===== src/rtl/weight_rd_arbiter.sv =====
// Round-robin arbiter sharing one weight-memory read port among NO_LANES MAC lanes,
// with per-lane strided address generation and lane-tagged read-data return.
module weight_rd_arbiter #(
   parameter int NO_LANES = 4,
   parameter int ADDR_W   = 10,
   parameter int DATA_W   = 8,
   parameter int RD_LAT   = 2
) (
   input  logic                clk,
   input  logic                rst,
   input  logic                start,
   input  logic [ADDR_W-1:0]   base_addr,
   input  logic [ADDR_W-1:0]   start_offset,
   input  logic [ADDR_W-1:0]   stride,
   input  logic [10:0]         count,
   input  logic [NO_LANES-1:0] lane_req,
   output logic [NO_LANES-1:0] lane_gnt,
   output logic                mem_rd_en,
   output logic [ADDR_W-1:0]   mem_addr,
   input  logic [DATA_W-1:0]   mem_rd_data,
   output logic [DATA_W-1:0]   rd_data,
   output logic [NO_LANES-1:0] rd_valid,
   output logic                busy,
   output logic                done
);

   localparam int PTR_W = (NO_LANES > 1) ? $clog2(NO_LANES) : 1;

   typedef enum logic [1:0] {IDLE, RUN, DRAIN} state_t;

   state_t              state_q;
   logic [ADDR_W-1:0]   stride_q;
   logic [10:0]         count_q;
   logic [10:0]         cnt_q [NO_LANES];
   logic [ADDR_W-1:0]   acc_q [NO_LANES];
   logic [PTR_W-1:0]    rr_ptr_q;
   logic [NO_LANES-1:0] lane_gnt_q;
   logic                mem_rd_en_q;
   logic [ADDR_W-1:0]   mem_addr_q;
   logic [NO_LANES-1:0] pipe_q [RD_LAT];
   logic [NO_LANES-1:0] rd_valid_q;
   logic [DATA_W-1:0]   rd_data_q;
   logic                done_q;

   logic [NO_LANES-1:0] elig;
   logic                gnt_any_d;
   logic [PTR_W-1:0]    gnt_idx_d;
   logic [NO_LANES-1:0] gnt_oh_d;
   logic [ADDR_W-1:0]   gnt_addr_d;
   logic [PTR_W-1:0]    rr_ptr_d;
   logic                all_done_d;
   logic                in_flight;

   always_comb begin
      elig = '0;
      for (int i = 0; i < NO_LANES; i++) begin
         elig[i] = lane_req[i] && (cnt_q[i] < count_q);
      end

      // Cyclic search from rr_ptr: lanes at or above the pointer first, then the wrap-around.
      gnt_any_d = 1'b0;
      gnt_idx_d = '0;
      for (int i = 0; i < NO_LANES; i++) begin
         if (!gnt_any_d && elig[i] && (PTR_W'(i) >= rr_ptr_q)) begin
            gnt_any_d = 1'b1;
            gnt_idx_d = PTR_W'(i);
         end
      end
      for (int i = 0; i < NO_LANES; i++) begin
         if (!gnt_any_d && elig[i] && (PTR_W'(i) < rr_ptr_q)) begin
            gnt_any_d = 1'b1;
            gnt_idx_d = PTR_W'(i);
         end
      end

      gnt_oh_d   = '0;
      gnt_addr_d = '0;
      for (int i = 0; i < NO_LANES; i++) begin
         if (gnt_any_d && (gnt_idx_d == PTR_W'(i))) begin
            gnt_oh_d[i] = 1'b1;
            gnt_addr_d  = acc_q[i];
         end
      end

      rr_ptr_d = (gnt_idx_d == PTR_W'(NO_LANES - 1)) ? '0 : gnt_idx_d + PTR_W'(1);

      // Completion is judged on the counters as they will be after this cycle's grant.
      all_done_d = 1'b1;
      for (int i = 0; i < NO_LANES; i++) begin
         if ((cnt_q[i] + 11'(gnt_oh_d[i])) != count_q) all_done_d = 1'b0;
      end

      in_flight = |lane_gnt_q;
      for (int s = 0; s < RD_LAT; s++) begin
         in_flight = in_flight | (|pipe_q[s]);
      end
   end

   always_ff @(posedge clk or negedge rst) begin
      if (!rst) begin
         state_q     <= IDLE;
         stride_q    <= '0;
         count_q     <= '0;
         rr_ptr_q    <= '0;
         lane_gnt_q  <= '0;
         mem_rd_en_q <= 1'b0;
         mem_addr_q  <= '0;
         rd_valid_q  <= '0;
         rd_data_q   <= '0;
         done_q      <= 1'b0;
         for (int i = 0; i < NO_LANES; i++) begin
            cnt_q[i] <= '0;
            acc_q[i] <= '0;
         end
         for (int s = 0; s < RD_LAT; s++) begin
            pipe_q[s] <= '0;
         end
      end else begin
         lane_gnt_q  <= '0;
         mem_rd_en_q <= 1'b0;
         done_q      <= 1'b0;

         // Return path: lane tag follows the issued read through RD_LAT stages.
         pipe_q[0] <= lane_gnt_q;
         for (int s = 1; s < RD_LAT; s++) begin
            pipe_q[s] <= pipe_q[s-1];
         end
         rd_valid_q <= pipe_q[RD_LAT-1];
         if (|pipe_q[RD_LAT-1]) rd_data_q <= mem_rd_data;

         case (state_q)
            IDLE: begin
               if (start) begin
                  stride_q <= stride;
                  count_q  <= count;
                  rr_ptr_q <= '0;
                  for (int i = 0; i < NO_LANES; i++) begin
                     cnt_q[i] <= '0;
                     acc_q[i] <= base_addr + start_offset + ADDR_W'(i);
                  end
                  state_q <= RUN;
               end
            end
            RUN: begin
               if (gnt_any_d) begin
                  lane_gnt_q  <= gnt_oh_d;
                  mem_rd_en_q <= 1'b1;
                  mem_addr_q  <= gnt_addr_d;
                  rr_ptr_q    <= rr_ptr_d;
               end
               for (int i = 0; i < NO_LANES; i++) begin
                  if (gnt_oh_d[i]) begin
                     cnt_q[i] <= cnt_q[i] + 11'd1;
                     acc_q[i] <= acc_q[i] + stride_q;
                  end
               end
               if (all_done_d) state_q <= DRAIN;
            end
            DRAIN: begin
               if (!in_flight) begin
                  done_q  <= 1'b1;
                  state_q <= IDLE;
               end
            end
            default: state_q <= IDLE;
         endcase
      end
   end

   assign lane_gnt  = lane_gnt_q;
   assign mem_rd_en = mem_rd_en_q;
   assign mem_addr  = mem_addr_q;
   assign rd_data   = rd_data_q;
   assign rd_valid  = rd_valid_q;
   assign busy      = (state_q != IDLE);
   assign done      = done_q;

endmodule


===== config.mk =====
export PLATFORM = sky130hd
export DESIGN_NAME = weight_rd_arbiter
export DESIGN_NICKNAME = d
export VERILOG_FILES = /design/src/rtl/weight_rd_arbiter.sv
export SDC_FILE = /design/constraint.sdc
export NUM_CORES = 1
export LEC_CHECK = 0
export BUFFER_PORTS_ARGS = -buffer_cell sky130_fd_sc_hd__clkbuf_2
export CORE_UTILIZATION = 42
export DETAILED_ROUTE_END_ITERATION = 8
export GPL_TIMING_DRIVEN = 0
export MAX_ROUTING_LAYER = met4
export REMOVE_ABC_BUFFERS = 1
export SLEW_MARGIN = 20
export SYNTH_ARGS = -nofsm -noshare
export SYNTH_HDL_FRONTEND = slang
export SYNTH_SLANG_ARGS = --single-unit

===== constraint.sdc =====
create_clock -name clk -period 7 [get_ports clk]
set_clock_uncertainty 0.15 [all_clocks]
set_input_delay 0.35 -clock clk [delete_from_list [all_inputs] [get_ports clk]]
set_output_delay 0.35 -clock clk [all_outputs]
set_load 0.005 [all_outputs]

# After elaboration in Yosys (flattened, before gate mapping)
# Index checks and enable logic that the tools add are counted.
dict set report word_totals {
  ff_bits 145
  input_bits 56
  out_inout_bits 29
  word_cells 166
}
dict set report op_classes {
  add_sub_neg 17
  order_cmp 12
  eq_ne 17
  muxes 53
  bitwise_logic 2
  reduce_logical 45
}
# operator count
set op_table {}
lappend op_table {{$pmux W44 S2} 1}
lappend op_table {{$mux W10} 8}
lappend op_table {{$pmux W40 S2} 1}
lappend op_table {{$add A10 B10 Y10} 5}
lappend op_table {{$add A11 B1 Y11} 4}
lappend op_table {{$add A11 B1 Y11 const B} 4}
lappend op_table {{$lt A11 B11 Y1} 4}
lappend op_table {{$mux W11} 4}
lappend op_table {{$mux W44} 1}
lappend op_table {{$ne A11 B11 Y1} 4}
lappend op_table {{$mux W40} 1}
lappend op_table {{$mux W2} 12}
lappend op_table {{$logic_and A1 B1 Y1} 23}
lappend op_table {{$mux W1} 21}
lappend op_table {{$add A10 B2 Y10 const B} 2}
lappend op_table {{$reduce_and A3 Y1} 6}
lappend op_table {{$ne A2 B2 Y1 const B} 8}
lappend op_table {{$reduce_or A4 Y1} 3}
lappend op_table {{$add A10 B1 Y10 const B} 1}
lappend op_table {{$mux W4} 2}
lappend op_table {{$logic_not A1 Y1} 7}
lappend op_table {{$eq A2 B2 Y1 const B} 3}
lappend op_table {{$pmux W2 S3} 1}
lappend op_table {{$eq A2 B1 Y1 const B} 2}
lappend op_table {{10 further kinds} 18}

# Logic depth before layout (Yosys ltp)
# Gate-level depths: netlist of run 1.
dict set report depth {
  word_depth 43
  ltp_mapped 23
  depth_no_buf 21
}

# Worst setup path before layout of run 1
# Ideal clock, no wire load.
dict set report synth_path {
  path_type {reg-to-reg}
  startpoint {register count_q[7]}
  endpoint {register state_q[0]}
  setup_ps 144
  arrival_time_ps 5318
  required_time_ps 6706
  path_slack_ps 1388
  path_stages_with_launch 23
  n_path_buf 3
  synth_period_minus_slack_ps 5612
  path_cell_list {dfrtp_1 > clkbuf_1 > inv_1 > ha_1 > a21o_1 > a211oi_1 > o21ai_0 > a21oi_4 > nand2b_1 > a21boi_0 > ha_1 > clkbuf_1 > clkbuf_1 > nor2b_1 > ha_1 > ha_1 > or4_1 > mux2i_1 > nand3_1 > a2111oi_0 > nor4bb_1 > nand4_1 > a21boi_0}
}
dict set report synth_via {
  elab_chain_cells 43
  word_cells_on_any_way 71
  classes_between {4 x add/sub; 4 x order compare; 8 x eq/ne; 23 x mux; 32 x reduce/logical}
}
# element line
set synth_lines {}
lappend synth_lines {{start: declaration} 33} ;# logic [10:0] count_q;
lappend synth_lines {{start signal: assignment} 135} ;# count_q <= count;
lappend synth_lines {{$lt A11 B11 Y1} 57} ;# elig[i] = lane_req[i] && (cnt_q[i] < count_q);
lappend synth_lines {{$logic_and A1 B1 Y1} 57}
lappend synth_lines {{$logic_and A1 B1 Y1} 64} ;# if (!gnt_any_d && elig[i] && (PTR_W'(i) >= rr_ptr_q)) begin
lappend synth_lines {{$mux W1} 64}
lappend synth_lines {{$logic_not A1 Y1} 64}
lappend synth_lines {{$logic_and A1 B1 Y1 (2 in a row)} 64}
lappend synth_lines {{$mux W1} 64}
lappend synth_lines {{$logic_not A1 Y1} 64}
lappend synth_lines {{[... 24 more ...]} --}
lappend synth_lines {{$logic_and A1 B1 Y1} 79} ;# if (gnt_any_d && (gnt_idx_d == PTR_W'(i))) begin
lappend synth_lines {{$mux W1} 79}
lappend synth_lines {{$add A11 B1 Y11} 90} ;# if ((cnt_q[i] + 11'(gnt_oh_d[i])) != count_q) all_done_d = 1'b0;
lappend synth_lines {{$ne A11 B11 Y1} 90}
lappend synth_lines {{$mux W1 (3 in a row)} 90}
lappend synth_lines {{$mux W1 (*)} 90}
lappend synth_lines {{$ne A2 B2 Y1 (no line) (*)} --}
lappend synth_lines {{$reduce_and A3 Y1 (no line) (*)} --}
lappend synth_lines {{end signal: assignment} 101} ;# state_q <= IDLE;
lappend synth_lines {{end signal: assignment} 141} ;# state_q <= RUN;
lappend synth_lines {{end signal: assignment} 157} ;# if (all_done_d) state_q <= DRAIN;
lappend synth_lines {{end: declaration} 31} ;# state_t state_q;
# Every way passes the cells marked *; elsewhere a longest branch is shown, timed or not.
# A chain may end at the register's enable or synchronous reset.

# Worst setup path after layout of run 1
# Same ends and word-level chain as after synthesis.

==> flow_metrics.tcl, run 1 <==
set metrics [dict create \
    grt_util_all_layers_pct 24.9 \
    pwr-share-seq_pct 28.6 \
    dr.pass1.iters 5 \
    cts.clk_slew.worst_paths_ns 0.07 \
    grt_antenna_before_repair 0 \
    grt_pass1_vias 9411 \
    final-setup-viol-count 0 \
    period_share_pct 94.0 \
    synth_most_common_cell "dfrtp_1" \
    grt_pass1_wl_mm 50.2 \
    min_period_ns 6.58 \
    drv_cap 0 \
    finalHoldViolations 0 \
    crit_path_end_kind "flip-flop" \
    start_util_pct 42.8 \
    finalWorstSetupSlack_ns 0.421 \
    drc_errors 0 \
    synth_area_um2 11200 \
    synth_largest_area_cell "dfrtp_1" \
    cts_sinks 145 \
    final_util_pct 49.2 \
    routedWlPerCell_um 18.9 \
    p_per_area_nw_per_um2 406 \
    post-place-ws_ns 0.162 \
    syn_avg_cell_area_um2 9.01 \
    critical_path_class "reg -> reg" \
    root_buffer "clkbuf_16" \
    n_antenna_cell 0 \
    cts_tree "yes" \
    syn_inst 1238 \
    yosysWarnings 0 \
    synth_enable_flop_cells 0 \
    die_x_um 165 \
    p_int_w 0.00290 \
    finalPower_w 0.00520 \
    grt_overflow 0 \
    reg2reg_depth 21 \
    ys_ff_latch 145 \
    final_cells 1675 \
    synthTopCellsByCount "145 x dfrtp_1, 119 x nand2_1, 105 x ha_1" \
    combPwrFrac_pct 53.1 \
    relSlewSlack_pct 40.2 \
    num_rows 59 \
    yosysTopAreaCellShare_pct 32.5 \
    max_freq_ghz 0.152 \
    viasPerCell 5.87 \
    wirelength_mm 31.7 \
    place_inst 1614 \
    area_delta_synth_final_pct 15.0 \
    path_max_fanout 9 \
    switching_share_pct 44.2 \
    synth.distinct_cells 75 \
    synthFlopType "dfrtp_1" \
    htreeDepth 4 \
    dieHeight_um 165 \
    die_area_um2 27200 \
    drv_slew 0 \
    ios 85 \
    async_flop_share_pct 100 \
    p_sw_w 0.00230 \
    p_leak_nw 5.65 \
    ant_nets 0 \
    outcome "finished, final reports clean" \
    cts_buffers 17 \
    arrival_ns 6.71 \
    coreArea_um2 26100 \
    portBuffers 84 \
    layout-drive-gt1-share_pct 15.4 \
    gp_congestion 0.918 \
    cts_buffer_depth 2 \
    clock_latency_ns 0.44 \
    nets 1493 \
    synth_area_leaders "dfrtp_1 33%, ha_1 12%, nand2_1 4.0%, a21oi_1 3.8%, mux2_2 3.6%" \
    cts_setup_buffers 0 \
    min_delay_path_depth 3 \
    clockPowerShare_pct 18.3 \
    crit_required_ns 7.13 \
    hpwl_mm 23.1 \
    worst_slew_pin_slew_ns 0.893 \
    startpoint_type "flip-flop" \
    grt_max_degree 76 \
    drt_iter0_drc 653 \
    ys_seq_area_share_pct 32.5 \
    vdd.ir_drop.worst_uv 182 \
    hold_class "in -> reg" \
    vias 9826 \
]
-- sequential cells by signal, indices dropped and copies added, names as in the netlist --
register,count
state_q,2
rr_ptr_q,2
mem_rd_en,1
stride_q,10
rd_data,8
count_q,11
cnt_q,44
pipe_q,8
lane_gnt,4
rd_valid,4
mem_addr,10
done,1
acc_q,40
-- timing repair --
item | 4_1_cts | 5_1_grt
endpoints found under the hold margin | 101 | 0
hold buffers | 28 | 0
gates resized for setup | 0 | 4
endpoints found under the setup margin | 0 | 2
-- power groups by stage --
stage | logic [W] | clock network, W | registers [W]
floorplan | 0.00203 | 0 | 0.00138
global placement | 0.00264 | 0 | 0.00149
detailed placement | 0.00273 | 0 | 0.00150
CTS | 0.00276 | 0.000965 | 0.00149
global route | 0.00312 | 0.000999 | 0.00153
finish | 0.00276 | 0.000953 | 0.00149
-- logic make-up after synthesis --
logic type      count (synthesis)  share of synthesized area [%]
compound gates                305                           18.9
xor+xnor                       89                           7.06
fa+ha+maj                     110                           12.7
buf+inv                       112                           4.06
flops                         145                           32.5
mux                            49                           4.80
simple gates                  428                           19.9
-- cells in the final DEF (no fill, tap or decap), types with 28 or more instances in the layout --
cell	count
mux2_2	36
nand3_1	70
o31ai_1	35
a21oi_1	85
nor2_1	53
xor2_1	44
o21ai_0	65
dfrtp_1	145
inv_1	56
dlygate4sd3_1	28
xnor2_1	44
or4_1	33
clkbuf_2	83
nand2_1	118
ha_1	102
-- area by class of cell --
cell class	count	area, um^2
clock buffers	18	439
clock inverters	14	160
fillers	2469	13200
inverters	58	218
multi-input cells	981	7110
flip-flops and latches	145	3630
well taps	335	419
repair buffers	124	843
-- path summary, 6_finish.rpt --
check	startpoint	to	slack, ns
max	count_q[7]$_DFFE_PN0P_	state_q[0]$_DFFE_PN0P_	0.42
min	count[3]	count_q[3]$_DFFE_PN0P_	0.001
max reg2reg	count_q[7]$_DFFE_PN0P_	state_q[0]$_DFFE_PN0P_	0.42
min reg2reg	pipe_q[4]$_DFF_PN0_	pipe_q[0]$_DFF_PN0_	0.23
max in group asynchronous	rst	acc_q[32]$_DFFE_PN0P_	5.58
min in group asynchronous	rst	cnt_q[41]$_DFFE_PN0P_	0.31
-- metrics by stage --
stage               hold WS [ns]  setup TNS, ns  area (um^2)
detailed placement         0.218              0        11900
global placement           0.214              0        11800
global route              0.0185       -0.00480        12800
finish                   0.00120              0        12800
CTS                       0.0124              0        12800
floorplan                -0.0956              0        10900
-- worst max-delay path: stages (launching register included) --
cell,delay (ns)
dfrtp_1,0.60
inv_1,0.28
ha_1,0.37
a21o_1,0.18
a211oi_1,0.20
o21ai_0,0.17
a21oi_4,0.44
nand2b_1,0.20
a21boi_0,0.45
inv_1,0.14
ha_1,0.32
inv_1,0.20
nor2_1,0.09
ha_1,0.26
ha_1,0.31
or4_1,0.51
mux2i_1,0.13
nand3_1,0.10
a2111oi_0,0.44
nor4bb_2,0.47
nand4_1,0.20
a21boi_0,0.18
-- per-layer routing --
metal / global-route usage (%) / routed length [um] / up-vias
met5: - / 0 / -
met4: 8.76 / 822 / 0
met3: 4.02 / 1150 / 52
met2: 41.5 / 15500 / 231
met1: 30.4 / 14200 / 4749
li1: - / - / 4794
Power figures use the tool's default switching activity.
==> run 2: changes to the inputs <==
CTS_CLUSTER_SIZE = 10   (was unset)
clock period = 6.3 ns   (was 7 ns; I/O delays follow)
==> run 2 against run 1 <==
- power up 12%
- via count grew 0.31%
- sequential share of layout area down 0.18 points
- critical endpoint unchanged
- highest routed layer unchanged
- core utilization rose by 0.34 points
==> flow_metrics.tcl, run 2 (same netlist as run 1, synthesis figures left out) <==
set metrics [dict create \
    outcome "finished, final reports clean" \
    largest_reg_flops 44 \
    arrival_ns 6.11 \
    gp_congestion 0.918 \
    p_per_area_nw_per_um2 450 \
    area_delta_synth_final_pct 15.8 \
    grt_pass1_vias 9445 \
    cts_buffers 17 \
    coreArea_um2 26100 \
    dieHeight_um 165 \
    nets 1499 \
    htreeDepth 4 \
    grt_pass1_wl_mm 50.4 \
    final_util_pct 49.5 \
    min_period_ns 5.98 \
    drv_cap 0 \
    largestRegisters "cnt_q (44), acc_q (40), count_q (11)" \
    finalHoldViolations 0 \
    routedWlPerCell_um 18.9 \
    die_x_um 165 \
    startpoint_type "flip-flop" \
    rrSetupSlack_ns 0.32 \
    drc_errors 0 \
    cts_buffer_depth 2 \
    finalWorstSetupSlack_ns 0.315 \
    final_cell_mix "143 x dfrtp_1, 118 x nand2_1, 101 x ha_1, 85 x a21oi_1, 83 x clkbuf_2" \
    grt_util_all_layers_pct 25.0 \
    crit_required_ns 6.43 \
    root_buffer "clkbuf_16" \
    viasPerCell 5.86 \
    vias 9856 \
    top_register "cnt_q" \
    drv_slew 0 \
    period_share_pct 95.0 \
    final-setup-viol-count 0 \
    portBuffers 84 \
    vdd.ir_drop.worst_uv 203 \
    drt_iter0_drc 654 \
    relSlewSlack_pct 39.9 \
    path_max_fanout 19 \
    grt_overflow 0 \
    clock_latency_ns 0.44 \
    start_util_pct 42.8 \
    p_leak_nw 5.68 \
    cts.clk_slew.worst_paths_ns 0.07 \
    max_freq_ghz 0.167 \
    num_rows 59 \
    layout-drive-gt1-share_pct 16.1 \
    ios 85 \
    die_area_um2 27200 \
    grt_antenna_before_repair 0 \
    cts_tree "yes" \
    ant_nets 0 \
    final_common_cell "dfrtp_1" \
    hpwl_mm 23.1 \
    grt_max_degree 76 \
    worst_slew_pin_slew_ns 0.898 \
    cts_sinks 145 \
    post-place-ws_ns -0.538 \
    crit_path_end_kind "flip-flop" \
    wirelength_mm 31.8 \
    hold_class "reg -> reg" \
    dr.pass1.iters 5 \
    critical_path_class "reg -> reg" \
    n_antenna_cell 0 \
]
-- run 2: worst paths after layout --
path,startpoint,endpoint,cells after the start
max reg2reg,count_q[7]$_DFFE_PN0P_,state_q[0]$_DFFE_PN0P_,19
min reg2reg,pipe_q[4]$_DFF_PN0_,pipe_q[0]$_DFF_PN0_,0
max,count_q[7]$_DFFE_PN0P_,state_q[0]$_DFFE_PN0P_,19
min in group asynchronous,rst,cnt_q[41]$_DFFE_PN0P_,2
min,pipe_q[4]$_DFF_PN0_,pipe_q[0]$_DFF_PN0_,0
max in group asynchronous,rst,acc_q[32]$_DFFE_PN0P_,3
-- run 2: worst max-delay path, cell delays in order, from the launching register on --
cell and delay [ns]:
dfrtp_2 0.51, inv_1 0.22, ha_1 0.36, a21o_1 0.18
a211oi_1 0.20, o21ai_0 0.17, a21oi_4 0.22, nand2b_1 0.16
a21boi_1 0.43, ha_2 0.55, nor2b_1 0.23, ha_1 0.27
ha_1 0.27, or4_1 0.46, mux2i_1 0.13, nand3_1 0.11
a2111oi_1 0.43, nor4bb_2 0.40, nand4_1 0.20, a21boi_0 0.17
-- run 2: routing by layer --
layer | vias to the layer above | GRT usage (%) | part of all wire (%)
met5 | - | - | 0
met4 | 0 | 8.59 | 2.7
met3 | 54 | 4.07 | 4.0
met2 | 230 | 41.8 | 49
met1 | 4766 | 30.4 | 44
li1 | 4806 | - | -
-- run 2: where the power goes --
| part | leakage [nW] | total [W] | internal [W] | switching (W) |
|---|---|---|---|---|
| logic | 3.56 | 0.00310 | 0.00140 | 0.00170 |
| registers | 1.82 | 0.00166 | 0.00127 | 0.000390 |
| clock network | 0.293 | 0.00105 | 0.000576 | 0.000477 |
| total | 5.68 | 0.00581 | 0.00324 | 0.00256 |
-- run 2: cell type report --
class	count	area, um^2
inverter	58	221
sequential	145	3630
clock buffer	18	439
clock inverter	14	160
tap	335	419
fill	2472	13200
multi-input combinational	981	7140
timing repair buffer	130	893
-- run 2: stage by stage --
| step | instance area (um^2) | hold WS, ns | power (W) | TNS (ns) | std cells |
|---|---|---|---|---|---|
| 2_1_floorplan | 10900 | -0.131 | 0.00379 | 0 | 1184 |
| 3_3_place_gp | 11800 | 0.214 | 0.00458 | -0.793 | 1603 |
| 3_5_place_dp | 11900 | 0.218 | 0.00470 | -0.912 | 1614 |
| 4_1_cts | 12800 | 0.233 | 0.00580 | 0 | 1677 |
| 5_1_grt | 12900 | 0.240 | 0.00630 | -0.0151 | 1681 |
| 6_report | 12900 | 0.227 | 0.00581 | 0 | 1681 |
-- run 2: repair_timing --
item | CTS | global route
endpoints found under the setup margin | 2 | 2
resized for setup | 5 | 10
hold buffers | 30 | 0
endpoints found under the hold margin | 103 | 0
setup buffers | 1 | 3
pin swaps | 0 | 1
